`src/rtl/lsu_pkg.sv`:
```
// Shared LoadStore_Sel encodings, FSM state type and access-size helpers for the
// load/store unit and its lane-steering datapath.
package lsu_pkg;

    localparam logic [2:0] LS_B  = 3'b000;
    localparam logic [2:0] LS_H  = 3'b001;
    localparam logic [2:0] LS_W  = 3'b010;
    localparam logic [2:0] LS_BU = 3'b011;
    localparam logic [2:0] LS_HU = 3'b100;

    typedef enum logic [1:0] {
        ST_IDLE,
        ST_BEAT0,
        ST_BEAT1,
        ST_RESP
    } lsu_state_e;

    // Unshifted byte-enable pattern of an access; reserved encodings behave as W.
    function automatic logic [3:0] size_mask(input logic [2:0] sel);
        case (sel)
            LS_B, LS_BU: size_mask = 4'b0001;
            LS_H, LS_HU: size_mask = 4'b0011;
            default:     size_mask = 4'b1111;
        endcase
    endfunction

    function automatic logic is_misaligned(input logic [2:0] sel, input logic [1:0] off);
        case (sel)
            LS_B, LS_BU: is_misaligned = 1'b0;
            LS_H, LS_HU: is_misaligned = (off == 2'd3);
            default:     is_misaligned = (off != 2'd0);
        endcase
    endfunction

endpackage

```
`src/rtl/lsu_align.sv`:
```
// Combinational lane steering: store rotate, per-beat byte enables, and load
// gather across up to two bus words followed by sign/zero extension.
module lsu_align
    import lsu_pkg::*;
(
    input  logic [2:0]  sel,
    input  logic [1:0]  off,
    input  logic        second_beat,
    input  logic [31:0] st_data,
    input  logic [31:0] ld_lo,
    input  logic [23:0] ld_hi,
    output logic [3:0]  be,
    output logic [31:0] st_lanes,
    output logic [31:0] ld_data
);

    logic [7:0]  be_span;
    logic [31:0] gathered;

    always_comb begin
        // Upper nibble of the span holds the bytes that spill into the next word.
        be_span = {4'b0000, size_mask(sel)} << off;
        be      = second_beat ? be_span[7:4] : be_span[3:0];

        case (off)
            2'd0: begin
                st_lanes = st_data;
                gathered = ld_lo;
            end
            2'd1: begin
                st_lanes = {st_data[23:0], st_data[31:24]};
                gathered = {ld_hi[7:0], ld_lo[31:8]};
            end
            2'd2: begin
                st_lanes = {st_data[15:0], st_data[31:16]};
                gathered = {ld_hi[15:0], ld_lo[31:16]};
            end
            default: begin
                st_lanes = {st_data[7:0], st_data[31:8]};
                gathered = {ld_hi[23:0], ld_lo[31:24]};
            end
        endcase

        case (sel)
            LS_B:    ld_data = {{24{gathered[7]}}, gathered[7:0]};
            LS_H:    ld_data = {{16{gathered[15]}}, gathered[15:0]};
            LS_BU:   ld_data = {24'h000000, gathered[7:0]};
            LS_HU:   ld_data = {16'h0000, gathered[15:0]};
            default: ld_data = gathered;
        endcase
    end

endmodule

```
`src/rtl/lsu_mem_if.sv`:
```
// Load/store unit: one access at a time onto a word-wide byte-enabled req/ack bus.
// Define LSU_MISALIGN_SPLIT_EN to split misaligned H/HU/W accesses into two beats.
module lsu_mem_if
    import lsu_pkg::*;
#(
    parameter int ADDR_W = 32
) (
    input  logic              clk,
    input  logic              rst,
    input  logic              req_valid,
    output logic              req_ready,
    input  logic              req_we,
    input  logic [2:0]        req_sel,
    input  logic [ADDR_W-1:0] req_addr,
    input  logic [31:0]       req_wdata,
    output logic              rsp_valid,
    output logic [31:0]       rsp_rdata,
    output logic              rsp_fault,
    output logic              mem_req,
    output logic              mem_we,
    output logic [ADDR_W-1:0] mem_addr,
    output logic [3:0]        mem_be,
    output logic [31:0]       mem_wdata,
    input  logic              mem_ack,
    input  logic [31:0]       mem_rdata
);

    lsu_state_e        state_q, state_d;
    logic              we_q, we_d;
    logic [2:0]        sel_q, sel_d;
    logic [ADDR_W-1:0] addr_q, addr_d;
    logic [31:0]       wdata_q, wdata_d;
    logic [31:0]       rdata_q, rdata_d;
`ifdef LSU_MISALIGN_SPLIT_EN
    logic              split_q, split_d;
    logic [31:0]       beat0_q, beat0_d;
`else
    logic              fault_q, fault_d;
`endif

    logic [ADDR_W-1:0] word_addr;
    logic              in_beat, in_beat1;
    logic [3:0]        lane_be;
    logic [31:0]       lane_wdata, load_data, ld_lo;

    assign word_addr = {addr_q[ADDR_W-1:2], 2'b00};

`ifdef LSU_MISALIGN_SPLIT_EN
    assign in_beat1  = (state_q == ST_BEAT1);
    assign ld_lo     = in_beat1 ? beat0_q : mem_rdata;
    assign rsp_fault = 1'b0;
`else
    assign in_beat1  = 1'b0;
    assign ld_lo     = mem_rdata;
    assign rsp_fault = rsp_valid && fault_q;
`endif
    assign in_beat = (state_q == ST_BEAT0) || in_beat1;

    lsu_align u_align (
        .sel         (sel_q),
        .off         (addr_q[1:0]),
        .second_beat (in_beat1),
        .st_data     (wdata_q),
        .ld_lo       (ld_lo),
        .ld_hi       (mem_rdata[23:0]),
        .be          (lane_be),
        .st_lanes    (lane_wdata),
        .ld_data     (load_data)
    );

    // Bus outputs derive only from latched request state, so they hold until ack.
    assign req_ready = (state_q == ST_IDLE) && !rst;
    assign mem_req   = in_beat;
    assign mem_we    = in_beat && we_q;
    assign mem_addr  = !in_beat ? '0 : (in_beat1 ? word_addr + ADDR_W'(4) : word_addr);
    assign mem_be    = in_beat ? lane_be : 4'b0000;
    assign mem_wdata = in_beat ? lane_wdata : 32'h0;
    assign rsp_valid = (state_q == ST_RESP);
    assign rsp_rdata = rsp_valid ? rdata_q : 32'h0;

    always_comb begin
        state_d = state_q;
        we_d    = we_q;
        sel_d   = sel_q;
        addr_d  = addr_q;
        wdata_d = wdata_q;
        rdata_d = rdata_q;
`ifdef LSU_MISALIGN_SPLIT_EN
        split_d = split_q;
        beat0_d = beat0_q;
`else
        fault_d = fault_q;
`endif
        case (state_q)
            ST_IDLE: begin
                if (req_valid) begin
                    we_d    = req_we;
                    sel_d   = req_sel;
                    addr_d  = req_addr;
                    wdata_d = req_wdata;
                    rdata_d = 32'h0;
                    state_d = ST_BEAT0;
`ifdef LSU_MISALIGN_SPLIT_EN
                    split_d = is_misaligned(req_sel, req_addr[1:0]);
`else
                    fault_d = is_misaligned(req_sel, req_addr[1:0]);
                    if (fault_d) begin
                        state_d = ST_RESP;
                    end
`endif
                end
            end
            ST_BEAT0: begin
                if (mem_ack) begin
`ifdef LSU_MISALIGN_SPLIT_EN
                    beat0_d = mem_rdata;
                    if (split_q) begin
                        state_d = ST_BEAT1;
                    end else begin
                        rdata_d = we_q ? 32'h0 : load_data;
                        state_d = ST_RESP;
                    end
`else
                    rdata_d = we_q ? 32'h0 : load_data;
                    state_d = ST_RESP;
`endif
                end
            end
`ifdef LSU_MISALIGN_SPLIT_EN
            ST_BEAT1: begin
                if (mem_ack) begin
                    rdata_d = we_q ? 32'h0 : load_data;
                    state_d = ST_RESP;
                end
            end
`endif
            ST_RESP: state_d = ST_IDLE;
            default: state_d = ST_IDLE;
        endcase
    end

    always_ff @(posedge clk) begin
        if (rst) begin
            state_q <= ST_IDLE;
`ifdef LSU_MISALIGN_SPLIT_EN
            split_q <= 1'b0;
`else
            fault_q <= 1'b0;
`endif
        end else begin
            state_q <= state_d;
`ifdef LSU_MISALIGN_SPLIT_EN
            split_q <= split_d;
`else
            fault_q <= fault_d;
`endif
        end
        we_q    <= we_d;
        sel_q   <= sel_d;
        addr_q  <= addr_d;
        wdata_q <= wdata_d;
        rdata_q <= rdata_d;
`ifdef LSU_MISALIGN_SPLIT_EN
        beat0_q <= beat0_d;
`endif
    end

endmodule

```
`config.mk`:
```
export PLATFORM = sky130hd
export DESIGN_NAME = lsu_mem_if
export DESIGN_NICKNAME = d
export VERILOG_FILES = /design/src/rtl/lsu_pkg.sv /design/src/rtl/lsu_align.sv /design/src/rtl/lsu_mem_if.sv
export SDC_FILE = /design/constraint.sdc
export NUM_CORES = 1
export LEC_CHECK = 0
export CAP_MARGIN = 0
export CORE_MARGIN = 1.5
export CORE_UTILIZATION = 42
export CTS_CLUSTER_SIZE = 25
export DETAILED_ROUTE_END_ITERATION = 16
export GPL_ROUTABILITY_DRIVEN = 0
export PLACE_DENSITY = 0.76
export SYNTH_ARGS = -nofsm -noshare
export SYNTH_HDL_FRONTEND = slang
export SYNTH_HIERARCHICAL = 1
export SYNTH_SLANG_ARGS = --single-unit
```
`constraint.sdc`:
```
create_clock -name clk -period 2.83 [get_ports clk]
set_input_delay 0.4245 -clock clk [delete_from_list [all_inputs] [get_ports clk]]
set_output_delay 0.4245 -clock clk [all_outputs]
set_load 0.01 [all_outputs]
```
# Word-level counts from Yosys, hierarchy flattened
# Cells that the tools add are included.
# classes
n_eq_ne	13
shift	1
n_mux	19
reduce_logical	17
# op_table
cell	count
$mux W32	6
$pmux W32 S3	2
$pmux W32 S4	1
$pmux W32 S2	1
$pmux W4 S2	1
$reduce_or A2 Y1	4
$eq A2 B2 Y1 const B	3
$eq A3 B1 Y1 const B	2
$eq A3 B2 Y1 const B	2
$eq A3 B3 Y1 const B	2
$logic_not A3 Y1	2
$mux W2	3
$eq A2 B1 Y1 const B	2
$logic_not A2 Y1	2
$mux W4	1
$ne A2 B2 Y1 const B	2
$pmux W2 S2	1
$reduce_and A2 Y1	2
$reduce_bool A2 Y1	2
$shl A4 B2 Y4	1
$logic_and A1 B1 Y1	3
$reduce_and A3 Y1	1
$mux W1	2
$pmux W1 S2	1
$logic_not A1 Y1	1
# word_totals
regBits	103
elab_cells	57
in_bits	104
out_inout_bits	105

# Depth between registers and ports, before layout
# logic_depth
ltp_word	8
ltp_mapped	8
depth_no_buf	5

# Modules after synthesis
# The synthesis kept the hierarchy.
# by_module_without_submodules
module	seq_area_each_um2	n_inst	area_per_inst_um2	cells_per_inst
lsu_mem_if	3062.9	1	4129.0	277
lsu_align	0.0	1	2064.5	170

# Worst setup path before layout
# OpenSTA, ideal clock, no wires.
# synth_path
path_type	register to register
from	reg state_q[0]
to	reg rdata_q[0], enable pin
slack_ns	0.015
n_path_buf	1
arrival_time_ns	2.427
stages_incl_launch_ff	5
setup_time_ns	0.388
synth_period_minus_slack_ns	2.815
required_ns	2.442
path_cell_list	dfxtp_1 > clkbuf_1 > nand2b_4 > nor2_4 > a21o_1
# synth_between
elab_chain_len	3
word_cells_on_any_way	6
classes_between	eq/ne (3); reduce/logical (3)
# synth_rtl
item	line_no	rtl
start, declared	lsu_mem_if.sv:28	lsu_state_e state_q, state_d;
start signal, assigned	lsu_mem_if.sv:151	state_q <= state_d;
$eq A2 B1 Y1 or $logic_not A2 Y1 (tied branches)	lsu_mem_if.sv:94	case (state_q)
$ne A2 B2 Y1 (no line) or $reduce_bool A2 Y1 (tied branches)	--	
$reduce_and A3 Y1 (no line) (*)	--	
end signal, assigned	lsu_mem_if.sv:162	rdata_q <= rdata_d;
end, declared	lsu_mem_if.sv:33	logic [31:0] rdata_q, rdata_d;
# Mark *: on every way between the ends. The rest lies on a longest branch, timed or not.
# A chain may end at the register's enable or synchronous reset.

# Worst setup path in the final report
# layout_path
from	reg addr_q[0]
to	out mem_be[2]
# layout_between
elab_chain_len	2
# layout_rtl
item	line_no	rtl
start, declared	lsu_mem_if.sv:31	logic [ADDR_W-1:0] addr_q, addr_d;
start signal, assigned	lsu_mem_if.sv:160	addr_q <= addr_d;
$shl A4 B2 Y4	lsu_align.sv:22	be_span = {4'b0000, size_mask(sel)} << off;
net lane_be[2]	lsu_mem_if.sv:43	logic [3:0] lane_be;
$mux W4	lsu_mem_if.sv:76	assign mem_be = in_beat ? lane_be : 4'b0000;
end, declared	lsu_mem_if.sv:22	output logic [3:0] mem_be,
# The timed path passes the listed nets, and every way through them passes these cells.

==> metrics <==
status=finished clean; layout cell share with drive strength beyond 1=between 10% and 20%; maximum clock path buffer count=2; initial antenna violation count=0; row cnt=44; post-synthesis sequential area ratio=around 49%; yosys synthesis warning count=6; Post-Syn Area per Cell=between 10 and 15 um2; core area=between 0.01 and 0.015 mm2; Critical Path Source Type=register; async set-reset flop share out of synthesis=0%; CP Capture Type=output pin; DP Wirelength=11.0 mm; final hold vios=0; I/O pin cnt=between 200 and 250; DRT iter0 DRCs=269; final instance area=just under 0.009 mm2; Root Driver=clkbuf_16; final worst slack=between 0.1 and 0.15 ns; Slew HR=between 40% and 50%; origin of the worst setup path=addr_q[0]$_DFFE_PP_; R2R Setup Slk=between 0.4 and 0.5 ns; starting density of the core=about 43%; WS Path Type=register to output pin; die area=0.0155 mm2; global-route wire length before repair=between 20 and 25 mm; maximum VDD drop=0.000360 V; grt ovf=0; Syn-to-layout area delta=41.3%; Yosys top cell area share=~48%; f_max=approximately 370 MHz; Yosys cell types=40; Register Area=0.00306 mm2; TritonCTS buffer count=9; RSZ-0062 raised after global routing=no; drt pass-1 iters=4; MaxCap Viol Count=0; FF+latch count, synth=103; dpl cell area=0.00844 mm2; FILL cells=~1100; post-route setup TNS=0 ns; Nets=between 700 and 800; Final period util=a little over nine tenths; CTS tree=done; Synth area leaders=edfxtp_1 48%, mux4_2 21%, and2_1 10%, and3_1 3.3%, o21ai_2 1.4%; Slew @ Worst Pin=~0.86 ns; gr usage total=between 10% and 20%; Hold Path Class=register to register; Post-synth EDFFs=100; Pwr Density=473 mW/mm2; crit-path max FO=21; worst setup path endpoint=mem_be[2]; Worst Path Required=2.41 ns; pre-CTS setup slack=around 0.27 ns; vias in the first global route=around 4400; antenna viol nets, final=0; H-Tree Depth=3; Synth Cell Area=between 0.006 and 0.007 mm2; CTS sink count=between 100 and 150; port bufs=around 210; antenna cell count=0; Die H=124 um; Static Leak=0.00324 uW; Min Hold Slack=between 0.5 and 0.6 ns; Die W=124 um; Reg2Reg Depth=6; Clock Latency Late Sink=0.35 ns; setup violators final=0; total number of vias=4497; Synth Instances=about 450; min Tclk post-route=2.72 ns; multi-input logic area=approximately 0.0029 mm2; Crit path arrival time=2.29 ns; reg2reg start=addr_q[0]$_DFFE_PP_; vias per inst=between 5 and 6; Slew Viols, Final=0; most common flop cell mapped by yosys=edfxtp_1; Post-synth top cells=100 x and2_1, 100 x edfxtp_1, 58 x mux4_2; clk_skew=0.00993 ns; routed len/inst=around 18 um; drt drc=0; Reg clk slew, reported paths=~0.070 ns; worst r2r dst=rdata_q[19]$_SDFFCE_PP0P_; Yosys top cell by area=edfxtp_1; largest net degree at the start of global routing=between 70 and 80; drt total wl=approximately 15 mm
where the power goes:
| part | total [uW] | leakage, uW | switching (uW) | internal [uW] |
|---|---|---|---|---|
| Sequential | 1910 | 0.000994 | 65.7 | 1840 |
| Combinational | 1050 | 0.00212 | 457 | 596 |
| Clock | 1180 | 0.000134 | 572 | 606 |
| Total | 4140 | 0.00324 | 1090 | 3050 |
how the worst min path moves through the flow:
| stage | start | end | slack (ns) | cells after the start |
|---|---|---|---|---|
| after floorplan | fault_q$_SDFFE_PP0P_ | fault_q$_SDFFE_PP0P_ | 0.47 | 2 |
| final | fault_q$_SDFFE_PP0P_ | fault_q$_SDFFE_PP0P_ | 0.50 | 2 |
| after CTS | fault_q$_SDFFE_PP0P_ | fault_q$_SDFFE_PP0P_ | 0.50 | 2 |
| after detailed placement | fault_q$_SDFFE_PP0P_ | fault_q$_SDFFE_PP0P_ | 0.49 | 2 |
| after global routing | fault_q$_SDFFE_PP0P_ | fault_q$_SDFFE_PP0P_ | 0.56 | 2 |
| after global placement | fault_q$_SDFFE_PP0P_ | fault_q$_SDFFE_PP0P_ | 0.49 | 2 |
area by class of cell:
type	instances	share of cell area, %
Clock inverter	7	0.615
Clock buffer	9	2.57
Sequential cell	103	35.0
Tap cell	184	2.63
Multi-Input combinational cell	293	32.7
Timing Repair Buffer	224	25.7
Inverter	17	0.729
kinds of logic (layout without fill, tap and decap cells):
kind of cell	count (synthesis)	in the layout	synth area share [%]
compound gates	44	44	5.03
buf+inv	59	257	4.95
flops	103	103	49.5
mux	73	73	24.2
other cells	1	9	0.0605
simple gates	167	167	16.3
layout by cell type, fill, tap and decap left out, types with 2 or more instances in the layout:
cell type        count
clkdlybuf4s50_1    206
and2_1             100
edfxtp_1           100
mux4_2              58
and3_1              33
inv_1               17
o21ai_0             15
buf_4               14
nor2_1              10
clkbuf_16           10
o21ai_2             10
nand2_1              9
conb_1               9
mux2i_1              8
a21oi_1              4
mux2_2               4
nand3_1              3
dfxtp_1              3
buf_12               3
nor4_1               3
o22ai_1              3
nor2b_4              2
nor3_1               2
a211oi_1             2
inv_6                2
clkinv_2             2
clkinvlp_4           2
nor2b_1              2
mux4_1               2
o21a_1               2
metal layers:
layer  GRT usage [%]  wire length [um]
met1            23.2              5970
met2            32.9              7660
met3            3.48               772
met4            7.64               369
met5               0                 0
registers in the layout, indices dropped and copies added, names as in the netlist:
| register | flops |
|---|---|
| we_q | 1 |
| state_q | 2 |
| rdata_q | 32 |
| wdata_q | 32 |
| addr_q | 32 |
| sel_q | 3 |
| fault_q | 1 |
stage by stage:
| step | power, uW | util [%] | std cells |
|---|---|---|---|
| after floorplan | 2520 | - | 455 |
| after global placement | 2960 | 58.3 | 819 |
| after detailed placement | 2990 | 58.3 | 819 |
| after CTS | 4170 | 60.2 | 835 |
| after global routing | 4320 | 60.4 | 837 |
| final | 4140 | 60.4 | 837 |
critical path: stages (launching register included):
cell	delay [ns]
edfxtp_1	0.45
buf_4	0.18
clkbuf_16	0.19
mux2_2	0.27
o22ai_1	0.16
and2_1	0.14
clkdlybuf4s50_1	0.55
repair_timing:
item,4_1_cts,5_1_grt
hold buffers,0,0
endpoints found under the setup margin,0,1
setup buffers,0,1
resized for setup,0,0
Note: power is estimated with default switching activity, not from simulation.
